==> config.mk <==
export PLATFORM = sky130hd
export DESIGN_NAME = fetch_unit_flat
export DESIGN_NICKNAME = d
export VERILOG_FILES = /design/src/rtl/fetch_if.sv /design/src/rtl/fetch_unit.sv /design/src/flat_wrapper.sv
export SDC_FILE = /design/constraint.sdc
export NUM_CORES = 1
export LEC_CHECK = 0
export ABC_CLOCK_PERIOD_IN_PS = 5100
export BUFFER_PORTS_ARGS = -buffer_cell sky130_fd_sc_hd__buf_2
export CAP_MARGIN = 10
export CORE_ASPECT_RATIO = 1.5
export CORE_UTILIZATION = 59
export CTS_CLUSTER_DIAMETER = 80
export DETAILED_ROUTE_END_ITERATION = 10
export PLACE_DENSITY = 0.85
export SYNTH_ARGS = -nofsm -noshare
export SYNTH_HDL_FRONTEND = slang
export SYNTH_SLANG_ARGS = --single-unit
==> constraint.sdc <==
create_clock -name clk -period 5.1 [get_ports clk]
set_input_delay 1.02 -clock clk [delete_from_list [all_inputs] [get_ports clk]]
set_output_delay 1.02 -clock clk [all_outputs]
set_load 0.02 [all_outputs]
==> src/rtl/fetch_if.sv <==
// Fetch-stage bundle: hazard/branch control in, instruction memory port, IF/ID register outputs.
interface fetch_if;
  logic        hazard;
  logic        branch_taken;
  logic [31:0] branch_addr;
  logic        imem_req;
  logic [31:0] imem_addr;
  logic        imem_ack;
  logic [31:0] imem_rdata;
  logic [31:0] id_pc;
  logic [31:0] id_instr;
  logic        id_valid;

  modport master (
    input  hazard, branch_taken, branch_addr, imem_ack, imem_rdata,
    output imem_req, imem_addr, id_pc, id_instr, id_valid
  );

  modport slave (
    output hazard, branch_taken, branch_addr, imem_ack, imem_rdata,
    input  imem_req, imem_addr, id_pc, id_instr, id_valid
  );
endinterface

==> src/rtl/fetch_unit.sv <==
// Instruction fetch stage: sequential PC, one outstanding imem request, IF/ID register
// with hazard freeze and branch redirect/flush.
module fetch_unit #(
  parameter logic [31:0] RESET_PC = 32'h0000_0000
) (
  input  logic     clk,
  input  logic     rst_n,
  fetch_if.master  bus_io
);

  typedef enum logic [1:0] {StIdle, StFetch, StHold, StDrain} state_e;

  state_e      state_q;
  logic [31:0] pc_q;
  logic [31:0] redirect_q;
  logic [31:0] hold_instr_q;
  logic [31:0] id_pc_q;
  logic [31:0] id_instr_q;
  logic        id_valid_q;
  logic        req_q;

  logic [31:0] target;
  logic [31:0] pc_inc;

  assign target = bus_io.branch_addr & ~32'd3;
  assign pc_inc = pc_q + 32'd4;

  always_ff @(posedge clk or negedge rst_n) begin
    if (!rst_n) begin
      state_q      <= StIdle;
      pc_q         <= RESET_PC;
      redirect_q   <= 32'd0;
      hold_instr_q <= 32'd0;
      id_pc_q      <= 32'd0;
      id_instr_q   <= 32'd0;
      id_valid_q   <= 1'b0;
      req_q        <= 1'b0;
    end else begin
      unique case (state_q)
        StIdle: begin
          state_q <= StFetch;
          req_q   <= 1'b1;
        end

        StFetch: begin
          if (bus_io.imem_ack) begin
            if (bus_io.branch_taken) begin
              pc_q       <= target;
              id_valid_q <= 1'b0;
            end else if (bus_io.hazard) begin
              // Park the returned word until ID unfreezes; no new request meanwhile.
              hold_instr_q <= bus_io.imem_rdata;
              state_q      <= StHold;
              req_q        <= 1'b0;
            end else begin
              id_instr_q <= bus_io.imem_rdata;
              id_pc_q    <= pc_inc;
              id_valid_q <= 1'b1;
              pc_q       <= pc_inc;
            end
          end else begin
            if (bus_io.branch_taken) begin
              // Request in flight must complete before the address can change.
              redirect_q <= target;
              id_valid_q <= 1'b0;
              state_q    <= StDrain;
            end else if (!bus_io.hazard) begin
              id_valid_q <= 1'b0;
            end
          end
        end

        StHold: begin
          if (bus_io.branch_taken) begin
            pc_q       <= target;
            id_valid_q <= 1'b0;
            state_q    <= StFetch;
            req_q      <= 1'b1;
          end else if (!bus_io.hazard) begin
            id_instr_q <= hold_instr_q;
            id_pc_q    <= pc_inc;
            id_valid_q <= 1'b1;
            pc_q       <= pc_inc;
            state_q    <= StFetch;
            req_q      <= 1'b1;
          end
        end

        StDrain: begin
          id_valid_q <= 1'b0;
          if (bus_io.imem_ack) begin
            pc_q    <= bus_io.branch_taken ? target : redirect_q;
            state_q <= StFetch;
          end else if (bus_io.branch_taken) begin
            redirect_q <= target;
          end
        end

        default: begin
          state_q <= StIdle;
          req_q   <= 1'b0;
        end
      endcase
    end
  end

  assign bus_io.imem_req  = req_q;
  assign bus_io.imem_addr = pc_q;
  assign bus_io.id_pc     = id_pc_q;
  assign bus_io.id_instr  = id_instr_q;
  assign bus_io.id_valid  = id_valid_q;

endmodule

==> src/flat_wrapper.sv <==
// flat-port wrapper written by rule: the top's interface ports become plain ports
module fetch_unit_flat 
#(
  parameter logic [31:0] RESET_PC = 32'h0000_0000
)
  (clk, rst_n, bus_io_hazard, bus_io_branch_taken, bus_io_branch_addr, bus_io_imem_ack, bus_io_imem_rdata, bus_io_imem_req, bus_io_imem_addr, bus_io_id_pc, bus_io_id_instr, bus_io_id_valid);
  fetch_if bus_io_i ();
  input  logic clk;
  input  logic rst_n;
  input wire logic [$bits(bus_io_i.hazard)-1:0] bus_io_hazard;
  input wire logic [$bits(bus_io_i.branch_taken)-1:0] bus_io_branch_taken;
  input wire logic [$bits(bus_io_i.branch_addr)-1:0] bus_io_branch_addr;
  input wire logic [$bits(bus_io_i.imem_ack)-1:0] bus_io_imem_ack;
  input wire logic [$bits(bus_io_i.imem_rdata)-1:0] bus_io_imem_rdata;
  output wire logic [$bits(bus_io_i.imem_req)-1:0] bus_io_imem_req;
  output wire logic [$bits(bus_io_i.imem_addr)-1:0] bus_io_imem_addr;
  output wire logic [$bits(bus_io_i.id_pc)-1:0] bus_io_id_pc;
  output wire logic [$bits(bus_io_i.id_instr)-1:0] bus_io_id_instr;
  output wire logic [$bits(bus_io_i.id_valid)-1:0] bus_io_id_valid;
  assign bus_io_i.hazard = bus_io_hazard;
  assign bus_io_i.branch_taken = bus_io_branch_taken;
  assign bus_io_i.branch_addr = bus_io_branch_addr;
  assign bus_io_i.imem_ack = bus_io_imem_ack;
  assign bus_io_i.imem_rdata = bus_io_imem_rdata;
  assign bus_io_imem_req = bus_io_i.imem_req;
  assign bus_io_imem_addr = bus_io_i.imem_addr;
  assign bus_io_id_pc = bus_io_i.id_pc;
  assign bus_io_id_instr = bus_io_i.id_instr;
  assign bus_io_id_valid = bus_io_i.id_valid;
  fetch_unit #(.RESET_PC(RESET_PC)) u_core (.clk(clk), .rst_n(rst_n), .bus_io(bus_io_i));
endmodule
* Word-level counts from Yosys, hierarchy flattened *
Index checks and enable logic that the tools add are counted.

storage, ports and cells
  flip-flop bits (word level) = 164
  input port bits = 69
  logic and storage cells = 75

cells by class
  add/sub/neg operators = 1
  equality and inequality tests = 15
  multiplexer cells = 36
  bitwise logic cells = 2
  reductions and logical operators = 13

operators with widths
  cell                                                  number
  two-way mux 32 bit                                    13
  case mux 32 bit (2 select lines)                      2
  case mux 32 bit (3 select lines)                      1
  adder 32 x 3 -> 32 bit (second input constant)        1
  two-way mux 2 bit                                     7
  != test 2 bit (second input constant)                 7
  != test 3 bit (second input constant)                 4
  two-way mux 1 bit                                     10
  AND reduction 5 bit                                   2
  case mux 2 bit (4 select lines)                       1
  case mux 1 bit (3 select lines)                       2
  AND reduction 2 bit                                   3
  AND reduction 6 bit                                   1
  nonzero test 3 bit                                    2
  equality test 2 bit (second input constant)           2
  != test 4 bit (second input constant)                 1
  AND reduction 4 bit                                   1
  AND reduction 3 bit                                   1
  equality test 2 x 1 -> 1 bit (second input constant)  1
  logical NOT 2 bit                                     1
  inverter 1 bit                                        2
  nonzero test 2 bit                                    1
  OR reduction 2 bit                                    1

* Longest topological paths before layout *
Gate-level depths: netlist of the first run.

  word-level depth = 5
  gate-level depth with buffers = 9
  gate-level depth less buffers = 5

* Worst setup path before layout of the first run *
Ideal clock, no wire load.

  path type = input port to flip-flop
  from = in bus_io_branch_taken
  to = reg u_core.pc_q[27], in the netlist u_core.bus_io.imem_addr[27]
  setup time = 87 ps
  data arrival time = 2242 ps
  setup slack = 2771 ps
  stages on the path = 5
  cells stage by stage = or2_2 -> a21o_1 -> buf_6 -> or4_1 -> o211ai_1

between the ends
  word-level cells in the longest chain between the ends = 3
  elaborated cells on any way between the ends = 5
  those cells by class = 5 x mux

RTL lines
  item                                          RTL line                            text
  start, declared                               flat_wrapper.sv:11                  input wire logic [$bits(bus_io_i.branch_taken)-1:0] bus_io_branch_taken;
  two-way mux 32 bit, on equally long branches  fetch_unit.sv:92, fetch_unit.sv:47
  two-way mux 32 bit, on equally long branches  fetch_unit.sv:91, fetch_unit.sv:46
  case mux 32 bit (3 select lines) (*)          fetch_unit.sv:39                    unique case (state_q)
  end signal, assigned                          fetch_unit.sv:48                    pc_q <= target;
  end signal, assigned                          fetch_unit.sv:59                    pc_q <= pc_inc;
  end signal, assigned                          fetch_unit.sv:92                    pc_q <= bus_io.branch_taken ? target : redirect_q;
  end, declared                                 fetch_unit.sv:14                    logic [31:0] pc_q;

Mark *: on every way between the ends. The rest lies on a longest branch, timed or not. The select of a mux whose other input is x is not followed.
A chain may end at the register's enable or synchronous reset.

* Worst setup path in the final report of the first run *
  from = reg u_core.state_q[0]
  to = reg u_core.pc_q[27], in the netlist u_core.bus_io.imem_addr[27]

between the ends
  word-level cells in the longest chain between the ends = 3
  elaborated cells on any way between the ends = 8
  those cells by class = 5 x eq/ne; 1 x mux; 2 x reduce/logical

RTL lines
  item                                                                        RTL line          text
  start, declared                                                             fetch_unit.sv:13  state_e state_q;
  start signal, assigned                                                      fetch_unit.sv:30  state_q <= StIdle;
  start signal, assigned                                                      fetch_unit.sv:41  state_q <= StFetch;
  start signal, assigned                                                      fetch_unit.sv:53  state_q <= StHold;
  equality test 2 bit / equality test 2 x 1 -> 1 bit (equally long branches)  fetch_unit.sv:39
  != test 2 bit (no line) / nonzero test 3 bit (equally long branches)        -
  AND reduction 3 bit (no line)                                               -
  end signal, assigned                                                        fetch_unit.sv:48
  end signal, assigned                                                        fetch_unit.sv:59
  end signal, assigned                                                        fetch_unit.sv:75  pc_q <= target;

Parallel ways exist; a longest one is shown, timed or not.

==> key figures, run 1 <==
Logic synthesis
  • Post-synthesis sequential area ratio: 0.517
  • Mean area per synthesized cell: 9.89 sq um
  • Top area cells in the synthesized netlist: dfrtp_1 (52%), mux2_2 (8.9%), nand2_1 (6.6%)
  • Syn nets: 872
  • Netlist cell types: 62
  • Most used DFF post-synth: dfrtp_1
  • Syn Std Cell Area: 7930 sq um
  • Synthesized instance count: 802
  • Yosys top cell by area: dfrtp_1
  • Yosys warns: 0
  • Dominant cell by count in the synthesized netlist: dfrtp_1
  • Asr flop ratio synth: 1.00
  • EDFF count, synth: 0
  • Post-synth top cells: dfrtp_1 (164), nand2_1 (140), mux2_2 (63)
  • Yosys top cell area share: 0.517
  • FF+latch count, synth: 164

Global routing
  • Total grt overflow: 0
  • Initial antenna violation count: 0
  • Global Route Usage Sum: 0.292
  • Largest net degree at the start of global routing: 101
  • Via count of the first global-routing pass: 6465
  • First-pass GRT wire length: 32200 microns

Detailed routing
  • Mean routed wirelength per cell: 18.1 microns
  • Post-route ant nets: 0
  • Routed vias: 6819
  • Post-route DRC: 0
  • First DRT Iteration DRCs: 531
  • Total wire length: 20000 microns
  • DR vias/cell: 6.15
  • First-pass iteration count of the detailed router: 5

Power and ir drop
  • Leakage power: 4.20 nW
  • Final Power: 4.40 mW
  • Pwr/cell area: 468 nW/um^2
  • Worst vdd ir: 0.270 mV

Critical path
  • Crit path DAT: 3.33 ns
  • WP data required: 5.44 ns
  • Worst-path fanout max: 27
  • Critical Path Source Type: flip-flop
  • Kind of critical path: flip-flop to flip-flop
  • Critical Path End Type: flip-flop

STA
  • RSZ-0062 raised after global routing: no
  • Slew headroom: 0.342
  • Setup violations, final: 0
  • Slew @ Worst Pin: 0.987 ns
  • Max-slew violations: 0
  • Final Skew: 0.0106 ns
  • Final hold violations: 0
  • Final worst path period share: 0.586
  • Final min period: 2.99 ns
  • Fin Setup TNS: 0 ns
  • Fmax: 0.335 GHz
  • Hold_ws: 0.474 ns

Clock network
  • Cts hold-fix bufs: 0
  • Maximum buffer depth of the clock tree: 2
  • Clk Latency, worst-skew pair: 0.43 ns
  • Post-CTS Setup Bufs: 0
  • H-tree lvl count: 4
  • TritonCTS Buffers: 17
  • Reg clk slew, reported paths: 0.07 ns
  • Clk sinks: 164
  • Post-cts repair resize count: 0
  • CTS root buffer: clkbuf_16
  • TritonCTS clock tree: built

Cells and area
  • Fill cell count: 983
  • Synthesis-to-layout area growth: 18.6%
  • N_diodes: 0
  • Post-route cell area: 9410 sq um
  • Layout cells sized above 1: 0.299
  • Final nets: 1006

Hold path
  • Worst hold path class: flip-flop to flip-flop

Placement
  • Routability cong.: 0.907
  • DP HPWL: 13600 microns
  • PortBufs: 164
  • Placed cell area: 8800 sq um

Job
  • Max-cap viol count: 0

Floorplan
  • Die width: 96.7 microns
  • # IOs: 167
  • Die ar.: 13900 sq um
  • Rows: 51
  • Initial Util: 0.609
  • Core box area: 13000 sq um
  • Die H: 144 microns

Run status
  • Status: finished, final reports clean
logic make-up after synthesis:
kind of cell    after synthesis  share of synthesized area
fa+ha+maj                     1                    0.00158
buf+inv                      69                     0.0377
xor+xnor                     10                     0.0110
flops                       164                      0.517
mux                          71                     0.0995
compound gates              170                      0.141
simple gates                317                      0.192
worst paths after layout:
path | startpoint | endpoint | slack [ns] | cells past startpoint
worst max register to register | u_core.state_q[0] | u_core.bus_io.imem_addr[27] | 2.11 | 5
worst max-delay path | u_core.state_q[0] | u_core.bus_io.imem_addr[27] | 2.11 | 5
max in group asynchronous | rst_n | u_core.hold_instr_q[9] | 3.37 | 2
min in group asynchronous | rst_n | u_core.redirect_q[25] | 0.69 | 1
worst min-delay path | u_core.bus_io.id_pc[1] | u_core.bus_io.id_pc[1] | 0.47 | 2
worst min register to register | u_core.bus_io.id_pc[1] | u_core.bus_io.id_pc[1] | 0.47 | 2
layer usage:
metal | track usage | vias to the layer above | routed length (microns)
met5 | 0 | - | 0
met4 | 0.152 | 0 | 734
met2 | 0.485 | 304 | 9910
met3 | 0.0580 | 51 | 1200
li1 | - | 3167 | -
met1 | 0.363 | 3297 | 8170
cell type report:
type	count	area, sq um	area share
Sequential cell	164	4100	0.436
Multi-Input combinational cell	569	3550	0.377
Timing Repair Buffer	177	925	0.0983
Clock buffer	20	457	0.0486
Tap cell	159	199	0.0211
Clock inverter	12	146	0.0156
Inverter	7	26.3	0.00279
sequential cells by signal (all words and copies together), names as in the netlist:
| name | flops |
|---|---|
| u_core.bus_io.id_instr | 32 |
| u_core.bus_io.id_pc | 32 |
| u_core.bus_io.id_valid | 1 |
| u_core.bus_io.imem_addr | 32 |
| u_core.bus_io.imem_req | 1 |
| u_core.hold_instr_q | 32 |
| u_core.redirect_q | 32 |
| u_core.state_q | 2 |
stage by stage:
step                cells  setup slack [ns]   util
floorplan             802              2.77      -
global placement     1076              2.02  0.676
detailed placement   1076              2.00  0.676
CTS                  1108              2.13  0.723
global route         1108              1.88  0.723
finish               1108              2.11  0.723
power breakdown:
part	total, mW	switching (mW)	internal (mW)	leakage (nW)
registers	1.91	0.277	1.63	1.95
logic	1.19	0.729	0.458	1.97
clock network	1.31	0.547	0.758	0.286
total	4.40	1.55	2.85	4.20
worst max-delay path, cell delays in order, from the launching register on:
cell	delay, ns
dfrtp_1	0.91
nand3b_1	0.46
a21o_1	0.60
buf_4	0.31
or4_1	0.52
o211ai_1	0.10
layout by cell type, fill, tap and decap left out, types with 15 or more instances in the layout:
| cell | count |
|---|---|
| dfrtp_1 | 164 |
| a31oi_1 | 40 |
| nand4_1 | 17 |
| mux2_2 | 63 |
| nand3_1 | 33 |
| clkbuf_16 | 17 |
| o21ai_0 | 44 |
| a21oi_1 | 18 |
| nor2_1 | 56 |
| or4_1 | 15 |
| nand2_1 | 140 |
| buf_2 | 163 |
| o211ai_1 | 21 |
No activity file was read; power rests on OpenSTA's default activity.
==> run 2: changes to the inputs <==
--- a/config.mk
+++ b/config.mk
@@ -5,14 +5,14 @@
 export SDC_FILE = /design/constraint.sdc
 export NUM_CORES = 1
 export LEC_CHECK = 0
-export ABC_CLOCK_PERIOD_IN_PS = 5100
+export ABC_CLOCK_PERIOD_IN_PS = 2750
 export BUFFER_PORTS_ARGS = -buffer_cell sky130_fd_sc_hd__buf_2
 export CAP_MARGIN = 10
 export CORE_ASPECT_RATIO = 1.5
-export CORE_UTILIZATION = 59
+export CORE_UTILIZATION = 55
 export CTS_CLUSTER_DIAMETER = 80
 export DETAILED_ROUTE_END_ITERATION = 10
-export PLACE_DENSITY = 0.85
+export PLACE_DENSITY = 0.8
 export SYNTH_ARGS = -nofsm -noshare
 export SYNTH_HDL_FRONTEND = slang
 export SYNTH_SLANG_ARGS = --single-unit
==> constraint.sdc (replaced) <==
create_clock -name clk -period 2.75 [get_ports clk]
set_input_delay 0.55 -clock clk [delete_from_list [all_inputs] [get_ports clk]]
set_output_delay 0.55 -clock clk [all_outputs]
set_load 0.02 [all_outputs]
==> run 2 against run 1 <==
Count of clock-buffer cells in the layout is 2 lower; first-iteration DRC count is 21% lower; non-clock buffer count is 10 higher; highest routed layer unchanged; via count is 0.94% lower; clock skew is 0.0012 ns lower; critical endpoint is now u_core.bus_io.imem_addr[18]; worst hold slack worse by 0.38 ns; die area is 7.1% higher; sequential share of layout area is 0.71 points lower; combinational power is 87% higher.
==> key figures, run 2 (same netlist as run 1, synthesis figures left out) <==
Run status
  • Status: finished, final reports clean

Cells and area
  • Multi-input logic area: 3550 sq um
  • FF+latch area: 4100 sq um
  • Most frequent cells in the layout: dfrtp_1 (164), buf_2 (163), nand2_1 (140), mux2_2 (63), nor2_1 (56)
  • Fill cell count: 1145
  • Most common cell after layout, fill and taps aside: dfrtp_1
  • Synthesis-to-layout area growth: 20.5%
  • Final nets: 1016
  • Post-route insts no fill: 1150
  • Layout cells sized above 1: 0.306
  • N_diodes: 0

Critical path
  • Critical Path End Type: flip-flop
  • Kind of critical path: flip-flop to flip-flop
  • WP data required: 3.09 ns
  • Reg2Reg Setup Slack: 0.42 ns
  • Critical Path Source Type: flip-flop
  • Worst-path fanout max: 8
  • Crit path DAT: 2.68 ns

Power and ir drop
  • Pwr/cell area: 858 nW/um^2
  • Leakage power: 4.25 nW
  • Worst vdd ir: 0.533 mV

Global routing
  • GR peak layer: met2
  • First-pass GRT wire length: 32900 microns
  • Met3 usage: 0.0544
  • Via count of the first global-routing pass: 6447
  • Routing usage on met2: 0.472
  • Global Route Usage Sum: 0.283
  • Initial antenna violation count: 0
  • Met1 usage: 0.344
  • Total grt overflow: 0
  • Largest net degree at the start of global routing: 92

STA
  • RSZ-0062 raised after global routing: no
  • Fmax: 0.428 GHz
  • Fin Setup TNS: 0 ns
  • Final min period: 2.33 ns
  • Final Skew: 0.00936 ns
  • Slew headroom: 0.461
  • Max-slew violations: 0
  • Final worst path period share: 0.849
  • Slew @ Worst Pin: 0.808 ns
  • Setup violations, final: 0
  • Final hold violations: 0

Detailed routing
  • Post-route ant nets: 0
  • Total wire length: 20400 microns
  • Post-route DRC: 0
  • Routed vias: 6755
  • First DRT Iteration DRCs: 422
  • Mean routed wirelength per cell: 17.7 microns
  • First-pass iteration count of the detailed router: 5
  • DR vias/cell: 5.87

Clock network
  • Cts hold-fix bufs: 0
  • H-tree lvl count: 4
  • TritonCTS clock tree: built
  • Clk Latency, worst-skew pair: 0.42 ns
  • Maximum buffer depth of the clock tree: 2
  • TritonCTS Buffers: 17
  • CTS root buffer: clkbuf_16
  • Post-cts repair resize count: 0
  • Post-CTS Setup Bufs: 0
  • Reg clk slew, reported paths: 0.07 ns
  • Clk sinks: 164

Floorplan
  • Initial Util: 0.564
  • Die ar.: 14900 sq um
  • # IOs: 167
  • Core box area: 14100 sq um
  • Die H: 149 microns
  • Die width: 100 microns
  • Rows: 53

Placement
  • Post-placement cell count: 1119
  • Routability cong.: 0.855
  • DP HPWL: 14100 microns
  • PortBufs: 164

Hold path
  • Worst hold path class: input pin to asynchronous set/reset pin

Job
  • Max-cap viol count: 0
==> run 2: changes by cell type in the layout (fill, tap and decap cells not counted), sizes merged <==
cell	change
buf	+10
bufinv	+1
clkbuf	-2
clkinv	-1
clkinvlp	+1
==> run 2: worst max-delay path, stage by stage, from the launching register on <==
cell     delay (ns)
dfrtp_1        0.52
ha_1           0.33
nand3_2        0.18
or4_1          0.68
or4_4          0.46
nand4_1        0.09
==> run 2: worst paths after layout <==
| check | start | endpoint | cells past startpoint |
|---|---|---|---|
| max | u_core.bus_io.imem_addr[2] | u_core.bus_io.imem_addr[18] | 5 |
| min | rst_n | u_core.bus_io.id_instr[17] | 1 |
| max reg2reg | u_core.bus_io.imem_addr[2] | u_core.bus_io.imem_addr[18] | 5 |
| min reg2reg | u_core.bus_io.id_pc[23] | u_core.bus_io.id_pc[23] | 2 |
| max in group asynchronous | rst_n | u_core.bus_io.id_pc[17] | 2 |
| min in group clk | bus_io_imem_rdata[17] | u_core.hold_instr_q[17] | 2 |
==> run 2: power by group <==
group | internal [mW] | switching (mW)
Clock | 1.44 | 1.00
Combinational | 0.872 | 1.36
Sequential | 3.03 | 0.503
==> run 2: layout make-up <==
cell class	instances	share of cell area
sequential	164	0.429
inverter	7	0.00275
multi-input combinational	569	0.371
timing repair buffer	187	0.108
clock inverter	13	0.0183
clock buffer	18	0.0449
tap	192	0.0251
==> run 2: metrics by stage <==
stage	setup WS [ns]	hold WS, ns	power (mW)	instance area, sq um	utilization
finish	0.416	0.0978	8.20	9560	0.680
CTS	0.420	0.115	8.24	9560	0.680
floorplan	0.587	0.254	4.90	7930	-
global route	0.265	0.135	8.61	9560	0.680
global placement	0.400	0.456	5.72	8960	0.637
detailed placement	0.406	0.462	5.80	8960	0.637
==> run 2: per-layer routing <==
layer	part of all wire	up-vias
met4	0.042	0
met3	0.057	53
met1	0.40	3253
met2	0.50	258
li1	-	3191
met5	0	-
==> run 3: changes to the inputs <==
--- a/config.mk
+++ b/config.mk
@@ -5,14 +5,15 @@
 export SDC_FILE = /design/constraint.sdc
 export NUM_CORES = 1
 export LEC_CHECK = 0
-export ABC_CLOCK_PERIOD_IN_PS = 2750
+export ABC_AREA = 1
+export ABC_CLOCK_PERIOD_IN_PS = 2000
 export BUFFER_PORTS_ARGS = -buffer_cell sky130_fd_sc_hd__buf_2
 export CAP_MARGIN = 10
 export CORE_ASPECT_RATIO = 1.5
-export CORE_UTILIZATION = 55
+export CORE_UTILIZATION = 50
 export CTS_CLUSTER_DIAMETER = 80
 export DETAILED_ROUTE_END_ITERATION = 10
-export PLACE_DENSITY = 0.8
+export PLACE_DENSITY = 0.77
 export SYNTH_ARGS = -nofsm -noshare
 export SYNTH_HDL_FRONTEND = slang
 export SYNTH_SLANG_ARGS = --single-unit
==> constraint.sdc (replaced) <==
create_clock -name clk -period 2 [get_ports clk]
set_input_delay 0.4 -clock clk [delete_from_list [all_inputs] [get_ports clk]]
set_output_delay 0.4 -clock clk [all_outputs]
set_load 0.02 [all_outputs]
==> run 3 against run 2 <==
Cell count rose by 14%; die area rose by 8.5%; synthesized cell count rose by 17%; synthesized area fell by 1.2%; via count rose by 1.3%; power rose by 77%; clock skew rose by 0.0025 ns; critical endpoint is now u_core.bus_io.id_pc[18]; largest cell class unchanged; largest power group unchanged.
==> key figures, run 3 <==
Logic synthesis
  • Syn nets: 1006
  • Yosys top cell by area: dfrtp_1
  • Netlist cell types: 33
  • Syn Std Cell Area: 7830 sq um
  • Yosys top cell area share: 0.524
  • Mean area per synthesized cell: 8.37 sq um
  • Most used DFF post-synth: dfrtp_1
  • Dominant cell by count in the synthesized netlist: nand2_1
  • Asr flop ratio synth: 1.00
  • FF+latch count, synth: 164
  • Top area cells in the synthesized netlist: dfrtp_1 (52%), nand2_1 (14%), nor2_1 (6.2%)
  • Synthesized instance count: 936
  • Post-synthesis sequential area ratio: 0.524
  • EDFF count, synth: 0
  • Post-synth top cells: nand2_1 (294), dfrtp_1 (164), nor2_1 (130)
  • Yosys warns: 0

Hold path
  • Worst hold path class: input pin to flip-flop

Critical path
  • WP data required: 2.36 ns
  • Critical Path Source Type: flip-flop
  • Crit path DAT: 2.18 ns
  • Kind of critical path: flip-flop to flip-flop
  • Reg2Reg Setup Slack: 0.17 ns
  • Worst-path fanout max: 7
  • Critical Path End Type: flip-flop

Clock network
  • Post-CTS Setup Bufs: 0
  • Clk Latency, worst-skew pair: 0.42 ns
  • H-tree lvl count: 4
  • Clk sinks: 164
  • TritonCTS clock tree: built
  • TritonCTS Buffers: 17
  • Reg clk slew, reported paths: 0.07 ns
  • CTS root buffer: clkbuf_16
  • Maximum buffer depth of the clock tree: 2

Floorplan
  • Die H: 155 microns
  • Core box area: 15200 sq um
  • # IOs: 167
  • Die ar.: 16200 sq um
  • Die width: 104 microns
  • Rows: 55
  • Initial Util: 0.515

Detailed routing
  • Post-route ant nets: 0
  • Routed vias: 6842
  • Mean routed wirelength per cell: 15.5 microns
  • Post-route DRC: 0
  • DR vias/cell: 5.20
  • First DRT Iteration DRCs: 359
  • Total wire length: 20300 microns
  • First-pass iteration count of the detailed router: 5

Run status
  • Status: finished, final reports clean

Global routing
  • Global Route Usage Sum: 0.260
  • Initial antenna violation count: 1
  • Via count of the first global-routing pass: 6738
  • Total grt overflow: 0
  • First-pass GRT wire length: 33000 microns
  • Largest net degree at the start of global routing: 65

STA
  • Slew headroom: 0.698
  • Final worst path period share: 0.913
  • Max-slew violations: 0
  • Fmax: 0.548 GHz
  • Final hold violations: 0
  • Final min period: 1.83 ns
  • Fin Setup TNS: 0 ns
  • Final Skew: 0.0119 ns
  • Slew @ Worst Pin: 0.453 ns
  • Setup violations, final: 0
  • RSZ-0062 raised after global routing: no

Power and ir drop
  • Pwr/cell area: 1520 nW/um^2
  • Leakage power: 4.64 nW
  • Worst vdd ir: 0.767 mV

Cells and area
  • Fill cell count: 1341
  • Final nets: 1173
  • Synthesis-to-layout area growth: 21.6%
  • Final Util: 0.626
  • Layout cells sized above 1: 0.238
  • Most common cell after layout, fill and taps aside: nand2_1
  • Most frequent cells in the layout: nand2_1 (294), dfrtp_1 (164), buf_2 (163), nor2_1 (130), o21ai_0 (63)

Placement
  • PortBufs: 164
  • Routability cong.: 0.921
  • DP HPWL: 14900 microns

Job
  • Max-cap viol count: 0
[run 3: cell types whose count changed in the layout (fill, tap and decap cells not counted), sizes merged, moves of 9 or more]
| cell | previous run | this run |
|---|---|---|
| xor2 | 1 | 10 |
| nand2 | 140 | 298 |
| o21ai | 45 | 63 |
| mux2 | 63 | 32 |
| nand4 | 18 | 3 |
| nand3 | 35 | 18 |
| or4 | 16 | 0 |
| inv | 11 | 67 |
| o211ai | 21 | 1 |
| nor2 | 57 | 140 |
[run 3: area by class of cell]
type	count	area [sq um]	share of cell area
multi-input cells	665	3230	0.339
diodes	1	2.50	0.000263
flip-flops and latches	164	4100	0.431
clock buffers	19	443	0.0465
repair buffers	192	1110	0.117
clock inverters	13	145	0.0152
well taps	199	249	0.0261
inverters	63	239	0.0251
[run 3: where the power goes]
part           internal (mW)  switching [mW]  total (mW)  leakage [nW]
clock                   1.80            1.44        3.24         0.287
combinational           2.01            3.57        5.59          2.41
sequential              4.68            1.01        5.69          1.94
total                   8.49            6.03        14.5          4.64
[run 3: critical path: stages, from the launching register on]
cell	delay, ns
dfrtp_1	0.41
ha_1	0.23
nand2_1	0.07
nor2_1	0.20
nand2_2	0.15
nor2_4	0.24
xor2_1	0.21
nand2_1	0.16
nand2_1	0.09
[run 3: logic make-up (layout without fill, tap and decap cells)]
group,Yosys count,after routing,synth area share
other,0,1,0
XOR/XNOR,13,13,0.0145
flip-flops,164,164,0.524
AND/OR/NAND/NOR,468,468,0.242
adder cells (fa/ha/maj),1,1,0.00160
buffers and inverters,107,287,0.0644
AO/OA/AOI/OAI,151,151,0.108
multiplexers,32,32,0.0460
[run 3: final timing paths]
path / startpoint / end / cells past startpoint
max: u_core.bus_io.imem_addr[3] / u_core.bus_io.id_pc[18] / 8
min: bus_io_branch_addr[7] / u_core.redirect_q[7] / 3
max reg2reg: u_core.bus_io.imem_addr[3] / u_core.bus_io.id_pc[18] / 8
min reg2reg: u_core.redirect_q[1] / u_core.redirect_q[1] / 2
max in group asynchronous: rst_n / u_core.bus_io.id_instr[19] / 3
min in group asynchronous: rst_n / u_core.bus_io.id_pc[13] / 2
[run 3: metrics by stage]
step                      setup slack (ns)  total power, mW  area [sq um]  std cells  hold WS [ns]
after floorplan                      0.300             9.22          7830        936         0.104
after global placement               0.134             11.2          8920       1282         0.367
after detailed placement             0.108             11.3          8920       1282         0.367
after CTS                            0.177             14.6          9520       1315         0.195
after global routing                0.0613             15.4          9520       1316         0.202
final                                0.174             14.5          9520       1316         0.208
[run 3: layer usage]
layer / part of all wire / track usage / vias up
li1: - / - / 3367
met1: 0.37 / 0.290 / 3225
met2: 0.53 / 0.472 / 204
met3: 0.054 / 0.0511 / 46
met4: 0.039 / 0.131 / 0
met5: 0 / 0 / -
[run 3: what timing repair did]
item	in CTS	in global routing
setup endpoints to repair	0	1
hold endpoints to repair	41	0
gates resized for setup	0	2
hold buffers	1	0
